`config.mk`:
```
export PLATFORM = sky130hd
export DESIGN_NAME = udp_tx_payload_framer_flat
export DESIGN_NICKNAME = d
export VERILOG_FILES = /design/src/rtl/udp_tx_payload_framer_if.sv /design/src/rtl/udp_tx_payload_framer.sv /design/src/flat_wrapper.sv
export SDC_FILE = /design/constraint.sdc
export NUM_CORES = 1
export LEC_CHECK = 0
export ABC_CLOCK_PERIOD_IN_PS = 4900
export CAP_MARGIN = 20
export CELL_PAD_IN_SITES_DETAIL_PLACEMENT = 1
export CELL_PAD_IN_SITES_GLOBAL_PLACEMENT = 2
export CORE_UTILIZATION = 33
export DETAILED_ROUTE_END_ITERATION = 12
export GPL_TIMING_DRIVEN = 0
export PLACE_DENSITY_LB_ADDON = 0.1
export SETUP_SLACK_MARGIN = 0.1
export SYNTH_ARGS = -nofsm -noshare
export SYNTH_HDL_FRONTEND = slang
export SYNTH_SLANG_ARGS = --single-unit
export TNS_END_PERCENT = 100
```
`constraint.sdc`:
```
create_clock -name clk -period 4.9 [get_ports clk]
set_clock_uncertainty 0.2 [all_clocks]
set_input_delay 0.735 -clock clk [delete_from_list [all_inputs] [get_ports clk]]
set_output_delay 0.735 -clock clk [all_outputs]
set_load 0.05 [all_outputs]
```
`src/rtl/udp_tx_payload_framer_if.sv`:
```
// FIFO snoop/read, flush and UDP transmit handshake signals shared by the payload framer
// (master) and its environment (slave).
interface udp_tx_payload_framer_if #(
  parameter int DATA_WIDTH = 8
);
  logic                  fifo_wr_en;
  logic                  fifo_full;
  logic                  fifo_empty;
  logic                  fifo_rd_en;
  logic [DATA_WIDTH-1:0] fifo_rd_data;
  logic                  flush;
  logic                  udp_tx_req;
  logic [15:0]           udp_tx_len;
  logic                  udp_tx_ack;
  logic [DATA_WIDTH-1:0] udp_tx_data;
  logic                  udp_tx_valid;
  logic                  busy;

  modport master (
    input  fifo_wr_en, fifo_full, fifo_empty, fifo_rd_data, flush, udp_tx_ack,
    output fifo_rd_en, udp_tx_req, udp_tx_len, udp_tx_data, udp_tx_valid, busy
  );

  modport slave (
    output fifo_wr_en, fifo_full, fifo_empty, fifo_rd_data, flush, udp_tx_ack,
    input  fifo_rd_en, udp_tx_req, udp_tx_len, udp_tx_data, udp_tx_valid, busy
  );
endinterface

```
`src/rtl/udp_tx_payload_framer.sv`:
```
// Drains fixed-size (or flushed partial) payloads from the UDP tx FIFO into the UDP core,
// tracking FIFO occupancy by snooping accepted writes and issued reads.
module udp_tx_payload_framer #(
  parameter int ADDR_WIDTH  = 7,
  parameter int DATA_WIDTH  = 8,
  parameter int PAYLOAD_LEN = 32,
  parameter int RD_LATENCY  = 1,
  parameter int ACK_TIMEOUT = 1023,
  parameter int IFG_CYCLES  = 2
) (
  input  logic                    clk,
  input  logic                    rst,
  udp_tx_payload_framer_if.master bus
);

  localparam int LVL_W   = ADDR_WIDTH + 1;
  localparam int CNT_MAX = (ACK_TIMEOUT > IFG_CYCLES) ? ACK_TIMEOUT : IFG_CYCLES;
  localparam int CNT_W   = $clog2(CNT_MAX + 1);

  typedef enum logic [1:0] {S_IDLE, S_REQ, S_READ, S_GAP} state_t;

  state_t                r_state;
  state_t                w_state_nxt;
  logic [LVL_W-1:0]      r_level;
  logic                  r_flush_pending;
  logic [15:0]           r_len;
  logic [15:0]           r_remaining;
  logic [CNT_W-1:0]      r_cnt;
  logic [RD_LATENCY-1:0] r_vld_p;
  logic                  r_valid;
  logic [DATA_WIDTH-1:0] r_data;

  logic w_wr_acc;
  logic w_rd_en;
  logic w_full_pkt;
  logic w_flush_pkt;
  logic w_enter_req;
  logic w_start_read;
  logic w_timeout;
  logic w_gap_done;
  logic w_read_done;

  assign w_wr_acc    = bus.fifo_wr_en && !bus.fifo_full;
  assign w_full_pkt  = (r_level >= LVL_W'(PAYLOAD_LEN));
  assign w_flush_pkt = r_flush_pending && (r_level != '0);
  assign w_timeout   = (r_cnt == CNT_W'(ACK_TIMEOUT - 1));
  assign w_gap_done  = (r_cnt == CNT_W'(IFG_CYCLES - 1));
  assign w_read_done = (r_remaining == '0) && (r_vld_p == '0);

  always_ff @(posedge clk) begin
    if (rst) r_state <= S_IDLE;
    else     r_state <= w_state_nxt;
  end

  always_comb begin
    w_state_nxt  = r_state;
    w_rd_en      = 1'b0;
    w_enter_req  = 1'b0;
    w_start_read = 1'b0;
    case (r_state)
      S_IDLE: begin
        if (w_full_pkt || w_flush_pkt) begin
          w_state_nxt = S_REQ;
          w_enter_req = 1'b1;
        end
      end
      S_REQ: begin
        // An ack arriving on the last wait cycle still wins over the timeout.
        if (bus.udp_tx_ack) begin
          w_state_nxt  = S_READ;
          w_start_read = 1'b1;
        end else if (w_timeout) begin
          w_state_nxt = S_GAP;
        end
      end
      S_READ: begin
        w_rd_en = !bus.fifo_empty && (r_remaining != '0);
        if (w_read_done) w_state_nxt = S_GAP;
      end
      S_GAP: begin
        if (w_gap_done) w_state_nxt = S_IDLE;
      end
      default: w_state_nxt = S_IDLE;
    endcase
  end

  // Shared wait/gap counter restarts on every state change.
  always_ff @(posedge clk) begin
    if (rst)                                      r_cnt <= '0;
    else if (w_state_nxt != r_state)              r_cnt <= '0;
    else if (r_state == S_REQ || r_state == S_GAP) r_cnt <= r_cnt + CNT_W'(1);
  end

  always_ff @(posedge clk) begin
    if (rst) begin
      r_level         <= '0;
      r_flush_pending <= 1'b0;
      r_len           <= '0;
      r_remaining     <= '0;
    end else begin
      if (w_wr_acc && !w_rd_en)      r_level <= r_level + LVL_W'(1);
      else if (!w_wr_acc && w_rd_en) r_level <= r_level - LVL_W'(1);

      if (w_enter_req)                               r_flush_pending <= 1'b0;
      else if (bus.flush)                            r_flush_pending <= 1'b1;
      else if (r_state == S_IDLE && r_level == '0)   r_flush_pending <= 1'b0;

      if (w_enter_req) r_len <= w_full_pkt ? 16'(PAYLOAD_LEN) : 16'(r_level);

      if (w_start_read)  r_remaining <= r_len;
      else if (w_rd_en)  r_remaining <= r_remaining - 16'd1;
    end
  end

  // Stage p0..pN: valid shift pipe aligned with the FIFO read latency.
  always_ff @(posedge clk) begin
    if (rst) begin
      r_vld_p <= '0;
    end else begin
      r_vld_p[0] <= w_rd_en;
      for (int i = 1; i < RD_LATENCY; i++) r_vld_p[i] <= r_vld_p[i-1];
    end
  end

  // Output stage: capture FIFO data at the pipe tail.
  always_ff @(posedge clk) begin
    if (rst) begin
      r_valid <= 1'b0;
      r_data  <= '0;
    end else begin
      r_valid <= r_vld_p[RD_LATENCY-1];
      if (r_vld_p[RD_LATENCY-1]) r_data <= bus.fifo_rd_data;
    end
  end

  assign bus.fifo_rd_en   = w_rd_en;
  assign bus.udp_tx_req   = (r_state == S_REQ);
  assign bus.udp_tx_len   = r_len;
  assign bus.udp_tx_data  = r_data;
  assign bus.udp_tx_valid = r_valid;
  assign bus.busy         = (r_state != S_IDLE);

endmodule

```
`src/flat_wrapper.sv`:
```
// flat-port wrapper written by rule: the top's interface ports become plain ports
module udp_tx_payload_framer_flat 
#(
  parameter int ADDR_WIDTH  = 7,
  parameter int DATA_WIDTH  = 8,
  parameter int PAYLOAD_LEN = 32,
  parameter int RD_LATENCY  = 1,
  parameter int ACK_TIMEOUT = 1023,
  parameter int IFG_CYCLES  = 2
)
  (clk, rst, bus_fifo_wr_en, bus_fifo_full, bus_fifo_empty, bus_fifo_rd_data, bus_flush, bus_udp_tx_ack, bus_fifo_rd_en, bus_udp_tx_req, bus_udp_tx_len, bus_udp_tx_data, bus_udp_tx_valid, bus_busy);
  udp_tx_payload_framer_if #(.DATA_WIDTH(DATA_WIDTH)) bus_i ();
  input  logic clk;
  input  logic rst;
  input wire logic [$bits(bus_i.fifo_wr_en)-1:0] bus_fifo_wr_en;
  input wire logic [$bits(bus_i.fifo_full)-1:0] bus_fifo_full;
  input wire logic [$bits(bus_i.fifo_empty)-1:0] bus_fifo_empty;
  input wire logic [$bits(bus_i.fifo_rd_data)-1:0] bus_fifo_rd_data;
  input wire logic [$bits(bus_i.flush)-1:0] bus_flush;
  input wire logic [$bits(bus_i.udp_tx_ack)-1:0] bus_udp_tx_ack;
  output wire logic [$bits(bus_i.fifo_rd_en)-1:0] bus_fifo_rd_en;
  output wire logic [$bits(bus_i.udp_tx_req)-1:0] bus_udp_tx_req;
  output wire logic [$bits(bus_i.udp_tx_len)-1:0] bus_udp_tx_len;
  output wire logic [$bits(bus_i.udp_tx_data)-1:0] bus_udp_tx_data;
  output wire logic [$bits(bus_i.udp_tx_valid)-1:0] bus_udp_tx_valid;
  output wire logic [$bits(bus_i.busy)-1:0] bus_busy;
  assign bus_i.fifo_wr_en = bus_fifo_wr_en;
  assign bus_i.fifo_full = bus_fifo_full;
  assign bus_i.fifo_empty = bus_fifo_empty;
  assign bus_i.fifo_rd_data = bus_fifo_rd_data;
  assign bus_i.flush = bus_flush;
  assign bus_i.udp_tx_ack = bus_udp_tx_ack;
  assign bus_fifo_rd_en = bus_i.fifo_rd_en;
  assign bus_udp_tx_req = bus_i.udp_tx_req;
  assign bus_udp_tx_len = bus_i.udp_tx_len;
  assign bus_udp_tx_data = bus_i.udp_tx_data;
  assign bus_udp_tx_valid = bus_i.udp_tx_valid;
  assign bus_busy = bus_i.busy;
  udp_tx_payload_framer #(.ADDR_WIDTH(ADDR_WIDTH), .DATA_WIDTH(DATA_WIDTH), .PAYLOAD_LEN(PAYLOAD_LEN), .RD_LATENCY(RD_LATENCY), .ACK_TIMEOUT(ACK_TIMEOUT), .IFG_CYCLES(IFG_CYCLES)) u_core (.clk(clk), .rst(rst), .bus(bus_i));
endmodule
```
==> results of run 1 <==
[layout make-up]
type / instances / area [sq um]
plain buffers: 21 / 110
clock buffers: 5 / 68.8
clock inverters: 3 / 67.6
fillers: 998 / 4800
inverters: 9 / 33.8
multi-input cells: 243 / 1610
flip-flops and latches: 55 / 1100
well taps: 105 / 131
repair buffers: 34 / 340
[placed cells by master (no fill, tap or decap), types with 4 or more instances in the layout]
cell                               n
sky130_fd_sc_hd__dfxtp_1          55
sky130_fd_sc_hd__nor2_1           43
sky130_fd_sc_hd__clkdlybuf4s50_1  34
sky130_fd_sc_hd__a21oi_1          18
sky130_fd_sc_hd__xor2_1           14
sky130_fd_sc_hd__xnor2_1          12
sky130_fd_sc_hd__nand3_1          12
sky130_fd_sc_hd__a211oi_1         12
sky130_fd_sc_hd__clkbuf_1         11
sky130_fd_sc_hd__nand2_1          11
sky130_fd_sc_hd__ha_1             11
sky130_fd_sc_hd__mux2i_1          10
sky130_fd_sc_hd__inv_1             8
sky130_fd_sc_hd__nor3_1            8
sky130_fd_sc_hd__buf_4             8
sky130_fd_sc_hd__conb_1            8
sky130_fd_sc_hd__or3_1             7
sky130_fd_sc_hd__o21ai_0           7
sky130_fd_sc_hd__nand2b_1          7
sky130_fd_sc_hd__nor2b_1           6
sky130_fd_sc_hd__and3_1            5
sky130_fd_sc_hd__nand4_1           5
sky130_fd_sc_hd__clkbuf_8          5
sky130_fd_sc_hd__or4_1             4
sky130_fd_sc_hd__or2_2             4
[registers in the layout (all words and copies together) (netlist names)]
register,cells
u_core.r_state,2
u_core.r_cnt,10
u_core.r_remaining,16
u_core.bus.udp_tx_valid,1
u_core.bus.udp_tx_data,8
u_core.r_vld_p,1
u_core.bus.udp_tx_len,8
u_core.r_flush_pending,1
u_core.r_level,8
[routing by layer]
layer  GRT usage (%)  wire length [um]  vias up
met2            26.9              3150       33
met3            3.86               255        5
met1            20.8              3360     1116
li1                -                 -     1217
met4            3.79                40        0
met5               0                 0        -
[worst max-delay path: stages (launching register included)]
cell and delay (ns):
sky130_fd_sc_hd__dfxtp_1 0.35, sky130_fd_sc_hd__inv_1 0.06, sky130_fd_sc_hd__ha_1 0.17, sky130_fd_sc_hd__or3b_2 0.48, sky130_fd_sc_hd__nor2_2 0.39, sky130_fd_sc_hd__a21bo_2 0.30
sky130_fd_sc_hd__ha_1 0.21, sky130_fd_sc_hd__inv_1 0.18, sky130_fd_sc_hd__ha_1 0.33, sky130_fd_sc_hd__a21o_1 0.18, sky130_fd_sc_hd__a21oi_1 0.23, sky130_fd_sc_hd__o21ai_0 0.24
sky130_fd_sc_hd__o221a_2 0.33, sky130_fd_sc_hd__or4_1 0.50
[power by group through the flow]
stage          Sequential, mW  Combinational [mW]  Clock, mW
2_1_floorplan           0.582               0.394          0
4_1_cts                 0.554               0.571      0.372
3_3_place_gp            0.563               0.565          0
6_report                0.553               0.564      0.358
3_5_place_dp            0.564               0.568          0
5_1_grt                 0.564               0.625      0.385
[cell usage after synthesis (all sizes together) (2+ instances only)]
cell type,count
dfxtp,55
nor2,44
a21oi,18
xor2,14
a211oi,12
nand3,12
xnor2,12
clkbuf,11
ha,11
nand2,11
buf,10
mux2i,10
nor3,9
inv,8
nand2b,7
o21ai,7
or3,7
nor2b,6
and3,5
nand4,5
nor4,5
or4,5
or2,4
nand4b,3
nor4b,3
o211ai,3
o22ai,3
a21bo,2
a21o,2
and4,2
nor3b,2
o31ai,2
[stage by stage]
stage / utilization (%) / instances / cell area (sq um) / hold WS [ns] / setup WS, ns
floorplan: - / 328 / 2850 / 0.243 / 1.20
global placement: 40.3 / 467 / 3320 / 0.254 / 0.349
detailed placement: 40.3 / 467 / 3320 / 0.268 / 0.350
CTS: 41.9 / 475 / 3460 / 0.287 / 0.612
global route: 41.9 / 475 / 3460 / 0.316 / 0.351
finish: 41.9 / 475 / 3460 / 0.283 / 0.623
[final timing paths]
| path | to | cells past startpoint | startpoint |
|---|---|---|---|
| min | u_core.r_remaining[9]$_SDFFE_PP0P_ | 2 | u_core.r_remaining[9]$_SDFFE_PP0P_ |
| max reg2reg | u_core.r_level[7]$_SDFFE_PP0P_ | 13 | u_core.r_remaining[0]$_SDFFE_PP0P_ |
| min reg2reg | u_core.r_remaining[9]$_SDFFE_PP0P_ | 2 | u_core.r_remaining[9]$_SDFFE_PP0P_ |
| max | u_core.r_level[7]$_SDFFE_PP0P_ | 13 | u_core.r_remaining[0]$_SDFFE_PP0P_ |
[kinds of logic (layout without fill, tap and decap cells)]
| group | after synthesis | after routing |
|---|---|---|
| mux | 10 | 10 |
| simple gates | 133 | 133 |
| compound gates | 54 | 54 |
| xor+xnor | 26 | 26 |
| other cells | 1 | 8 |
| fa+ha+maj | 12 | 12 |
| buf+inv | 30 | 72 |
| flops | 55 | 55 |
==> results by group, run 1 <==
Clock tree
  • Clock Root Buffer: sky130_fd_sc_hd__clkbuf_8
  • Post_cts resized: 0
  • Hold-fix buffer count after cts: 0
  • TritonCTS clock tree: yes
  • Clock slew at the register clock pins of the worst setup and hold paths: between 0.1 and 0.15 ns
  • Buffers from clock root to sink, at most: 2
  • Number of buffers inserted to repair setup after CTS: 0
  • Clock latency on the worst-skew pair: 0.31 ns
  • TritonCTS buffer count: 5
  • Level count of the clock H-tree: 2
  • Clock sink count: 55

Outcome
  • Run status: finished, final reports clean

Place
  • Final GP Congestion: 0.768
  • Port Buf Inserts: 34
  • HPWL after DPL: 5120 um

Synthesis
  • Yosys synthesis warning count: 0
  • Syn avg cell area: a little under 9 sq um
  • Post-synthesis compound-gate area fraction: roughly an eighth
  • Number of standard cells after synthesis: roughly 320
  • Xor-xnor portion of the synthesized cell area: 8.06%
  • Post-synthesis cell area: around 2800 sq um
  • Cell taking the most area after synthesis: sky130_fd_sc_hd__dfxtp_1
  • Fraction of the mapped netlist area in adder cells: under 10%
  • Share of synthesized area occupied by flip-flops and latches: between 30% and 40%
  • Multiplexer area fraction after synthesis: 3.54%
  • Synth top area share: between 30 and 40%
  • Number of synthesized register bits: 55
  • Post-synth cell types: 50
  • Most area-consuming cells after synthesis: sky130_fd_sc_hd__dfxtp_1 39%, sky130_fd_sc_hd__nor2_1 5.7%, sky130_fd_sc_hd__ha_1 4.9%
  • Fraction of synthesis flops using an asynchronous set or reset pin: 0%
  • Commonest register cell after synthesis: sky130_fd_sc_hd__dfxtp_1
  • Number of synthesized flops with an enable pin: 0
  • Dominant combinational cell family by area after synthesis: simple AND/OR/NAND/NOR gates
  • Simple-Gate Fraction of Synth Area: a little over a quarter

Route
  • DRC violations left: 0
  • Detail-routed net length per standard cell: 14.3 um
  • Antenna viol nets, final: 0
  • Total length of routed wires: ~6800 um
  • Number of search-and-repair iterations in the first detailed-routing pass: 4
  • Post-DR vias/cell: 4.99
  • Violation count after the first detailed-routing iteration: between 50 and 60
  • Number of vias after detailed routing: 2371

Setup path
  • Crit end category: flip-flop
  • Required time of the critical path: approximately 4.9 ns
  • Arrival time of data at the critical path endpoint: 4.26 ns
  • Kind of start point of the critical path: flip-flop
  • Type of the setup path with the least slack: flip-flop to flip-flop
  • Flop-to-flop setup slack: 0.62 ns
  • Crit Path Max Fanout: 9

Power and ir drop
  • Overall power of the completed layout: ~1.5 mW
  • Clock group share of total power: 24.3%
  • Leakage power figure: 1.30 nW
  • Sw frac: between 30% and 40%
  • Share of power burned in registers: between 30% and 40%
  • Total power density per cell area: roughly 430 nW/um^2
  • Int Power: 0.916 mW
  • Max rail drop VDD: 0.177 mV
  • Power share of the combinational group: 38.2%
  • Switching component of the power: about 0.56 mW

Global routing
  • Total global routing track utilization: 16.1%
  • Pin count of the biggest net entering global routing: 18
  • Initial antenna violation count: 0
  • Leftover overflow at the end of global routing: 0
  • Vias in the first global route: 2352
  • Global-route wire length before repair: 11200 um

Timing
  • Endpoints failing setup: 0
  • Number of max-slew violations in the final report: 0
  • Minimum period implied by the final worst setup slack: roughly 4.3 ns
  • Slew headroom: 50.1%
  • Share of the clock period used by the worst path: 87.3%
  • Transition time of the tightest slew-check pin: 0.743 ns
  • Hold violation total from the final report: 0
  • RSZ-0062 raised after global routing: false
  • Highest Clock Rate: 0.234 GHz
  • Setup TNS: 0 ns

Min path
  • Worst hold-check path type: flip-flop to flip-flop

Floorplan
  • Area of the core region: between 8000 and 9000 sq um
  • Die Outline Area: 8940 sq um
  • Effective utilization at floorplan: 34.2%
  • Rows: 33
  • Die boundary width: 94.5 um
  • Number of top-level pins: 43
  • Die height: around 95 um

Cells and area
  • N_diodes: 0
  • Fraction of final layout cells with drive strength greater than 1: 8.38%
  • Number of nets in the finished design: 396
  • Area Growth Syn to Fin: 22.4%

Run
  • Max-cap check violation count: 0
Power figures use the tool's default switching activity.
==> run 2: changes to the inputs <==
Settings changed: PLACE_DENSITY from default to 0.79, PLACE_DENSITY_LB_ADDON 0.1 to default.
==> results by group, run 2 (synthesis results as in run 1) <==
Setup path
  • Largest stage delay, worst path: 0.50 ns
  • Slowest cell on the critical path: sky130_fd_sc_hd__or4_1
  • Crit-path cells: inv_1 -> ha_1 -> or3b_2 -> nor2_2 -> a21bo_2 -> ha_1 -> inv_1 -> ha_1 -> a21o_1 -> a21oi_1 -> o21ai_0 -> o221a_2 -> or4_1
  • Type of the setup path with the least slack: flip-flop to flip-flop
  • Critical path depth in cells: 13
  • Cell repeated most along the worst path: sky130_fd_sc_hd__ha_1
  • Worst R2R Path Depth: 13
  • Beginning of the worst register-to-register path: u_core.r_remaining[0]$_SDFFE_PP0P_
  • Crit Path Max Fanout: 9
  • Required time of the critical path: 4.89 ns
  • Category of cells accounting for the largest share of critical-path delay: simple AND/OR/NAND/NOR gates
  • Buffers & Inverters on Critical Path: 2
  • Arrival time of data at the critical path endpoint: roughly 4.3 ns
  • Critical path origin: u_core.r_remaining[0]$_SDFFE_PP0P_
  • Crit end category: flip-flop
  • Kind of start point of the critical path: flip-flop

Global routing
  • Pin count of the biggest net entering global routing: 16
  • Vias in the first global route: ~2.4k
  • Total global routing track utilization: ~17%
  • Initial antenna violation count: 0
  • Leftover overflow at the end of global routing: 0
  • Global-route wire length before repair: approximately 12000 um

Cells and area
  • Largest registers: u_core.r_remaining (16), u_core.r_cnt (10)
  • Max reg flops: 16
  • N_diodes: 0
  • Multi-input logic area: 1610 sq um
  • Most common library cell in the layout ignoring fill and taps: sky130_fd_sc_hd__dfxtp_1
  • Area Growth Syn to Fin: 20.7%
  • Number of nets in the finished design: approximately 400
  • Filler instances: 993
  • Fraction of final layout cells with drive strength greater than 1: about 8%
  • Commonest cells after routing, fill and taps aside: 55 x sky130_fd_sc_hd__dfxtp_1, 43 x sky130_fd_sc_hd__nor2_1, 34 x sky130_fd_sc_hd__clkdlybuf4s50_1
  • Non-filler cells in the finished layout: about 470
  • Most flops, register: u_core.r_remaining
  • Final core utilization: between 40% and 50%
  • Register area: 1100 sq um

Timing
  • Worst hold slack: 0.275 ns
  • Highest Clock Rate: around 0.23 GHz
  • RSZ-0062 raised after global routing: false
  • Minimum period implied by the final worst setup slack: 4.30 ns
  • Endpoints failing setup: 0
  • Transition time of the tightest slew-check pin: ~0.70 ns
  • Setup TNS: 0 ns
  • Hold violation total from the final report: 0
  • Share of the clock period used by the worst path: 87.7%
  • Number of max-slew violations in the final report: 0
  • Slew headroom: ~53%

Clock tree
  • TritonCTS clock tree: yes
  • Level count of the clock H-tree: 2
  • Post_cts resized: 0
  • Clock Root Buffer: sky130_fd_sc_hd__clkbuf_8
  • Clock slew at the register clock pins of the worst setup and hold paths: 0.10 ns
  • TritonCTS buffer count: 5
  • Buffers from clock root to sink, at most: 2
  • Number of buffers inserted to repair setup after CTS: 0
  • Clock latency on the worst-skew pair: 0.30 ns
  • Hold-fix buffer count after cts: 0
  • Clock sink count: 55

Floorplan
  • Rows: 33
  • Area of the core region: 8260 sq um
  • Effective utilization at floorplan: 34.2%
  • Number of top-level pins: 43
  • Die height: roughly 95 um
  • Die boundary width: 94.5 um
  • Die Outline Area: 8940 sq um

Min path
  • Start point of the worst min-delay path: u_core.r_remaining[9]$_SDFFE_PP0P_
  • Worst hold-check path type: flip-flop to flip-flop
  • Hold Crit Depth: 2

Run
  • Max-cap check violation count: 0

Power and ir drop
  • Share of power burned in registers: 40.1%
  • Total power density per cell area: about 410 nW/um^2
  • Int Power: roughly 0.82 mW
  • Clock group share of total power: 18.7%
  • Overall power of the completed layout: 1.38 mW
  • Switching component of the power: 0.559 mW
  • Sw frac: 40.4%
  • Leakage power figure: 1.28 nW
  • Power share of the combinational group: 41.2%
  • Max rail drop VDD: between 0.15 and 0.2 mV

Route
  • Total length of routed wires: 6910 um
  • Number of vias after detailed routing: 2379
  • DRC violations left: 0
  • Antenna viol nets, final: 0
  • Detail-routed net length per standard cell: approximately 15 um
  • Number of search-and-repair iterations in the first detailed-routing pass: 4
  • Violation count after the first detailed-routing iteration: 59
  • Post-DR vias/cell: 5.02

Outcome
  • Run status: finished, final reports clean

Place
  • HPWL after DPL: 5120 um
  • Port Buf Inserts: 34
  • Final GP Congestion: 0.740
  • Cell total after placement: 467
## run 2: cell count changes in the layout (fill, tap and decap cells not counted)
cell,before,now
sky130_fd_sc_hd__bufinv_16,2,0
sky130_fd_sc_hd__clkbuf_8,5,6
sky130_fd_sc_hd__clkinv_2,0,1
sky130_fd_sc_hd__clkinvlp_4,1,0
## run 2: power by group through the flow
stage / clock [mW] / sequential (mW) / combinational (mW)
global route: 0.290 / 0.564 / 0.628
global placement: 0 / 0.564 / 0.565
floorplan: 0 / 0.582 / 0.394
detailed placement: 0 / 0.565 / 0.571
finish: 0.258 / 0.554 / 0.570
CTS: 0.268 / 0.555 / 0.575
## run 2: path summary, 6_finish.rpt
path	to	slack, ns
hold / removal	u_core.r_remaining[9]$_SDFFE_PP0P_	0.27
setup / recovery	u_core.r_level[7]$_SDFFE_PP0P_	0.60
setup reg to reg	u_core.r_level[7]$_SDFFE_PP0P_	0.60
hold reg to reg	u_core.r_remaining[9]$_SDFFE_PP0P_	0.27
## run 2: layer usage
| layer | wire (um) | global-route usage, % | share of wire, % | vias up |
|---|---|---|---|---|
| li1 | - | - | - | 1222 |
| met1 | 3460 | 21.8 | 50 | 1120 |
| met2 | 3120 | 27.7 | 45 | 35 |
| met3 | 295 | 4.03 | 4.3 | 2 |
| met4 | 34 | 2.65 | 0.49 | 0 |
| met5 | 0 | 0 | 0 | - |
## run 2: worst min-delay path, cell delays in order, from the launching register on
cell,delay [ns]
sky130_fd_sc_hd__dfxtp_1,0.32
sky130_fd_sc_hd__o31ai_1,0.06
sky130_fd_sc_hd__a21oi_1,0.06
## run 2: area by class of cell
cell class	count	area share [%]
clock inverter	1	0.147
clock buffer	6	2.42
buffer	21	3.23
tap	105	3.85
multi-input combinational	243	47.1
timing repair buffer	34	9.97
sequential	55	32.3
inverter	9	0.990
## run 2: metrics by stage
stage	instance area (sq um)	worst slack, ns
floorplan	2850	1.20
global placement	3320	0.358
detailed placement	3320	0.376
CTS	3410	0.584
global route	3410	0.361
finish	3410	0.604
==> run 3: changes to the inputs <==
Settings changed: HOLD_SLACK_MARGIN from default to 0.1.
==> results of run 3 <==
Same layout as run 2: the final DEF is identical, and so are final timing and power.
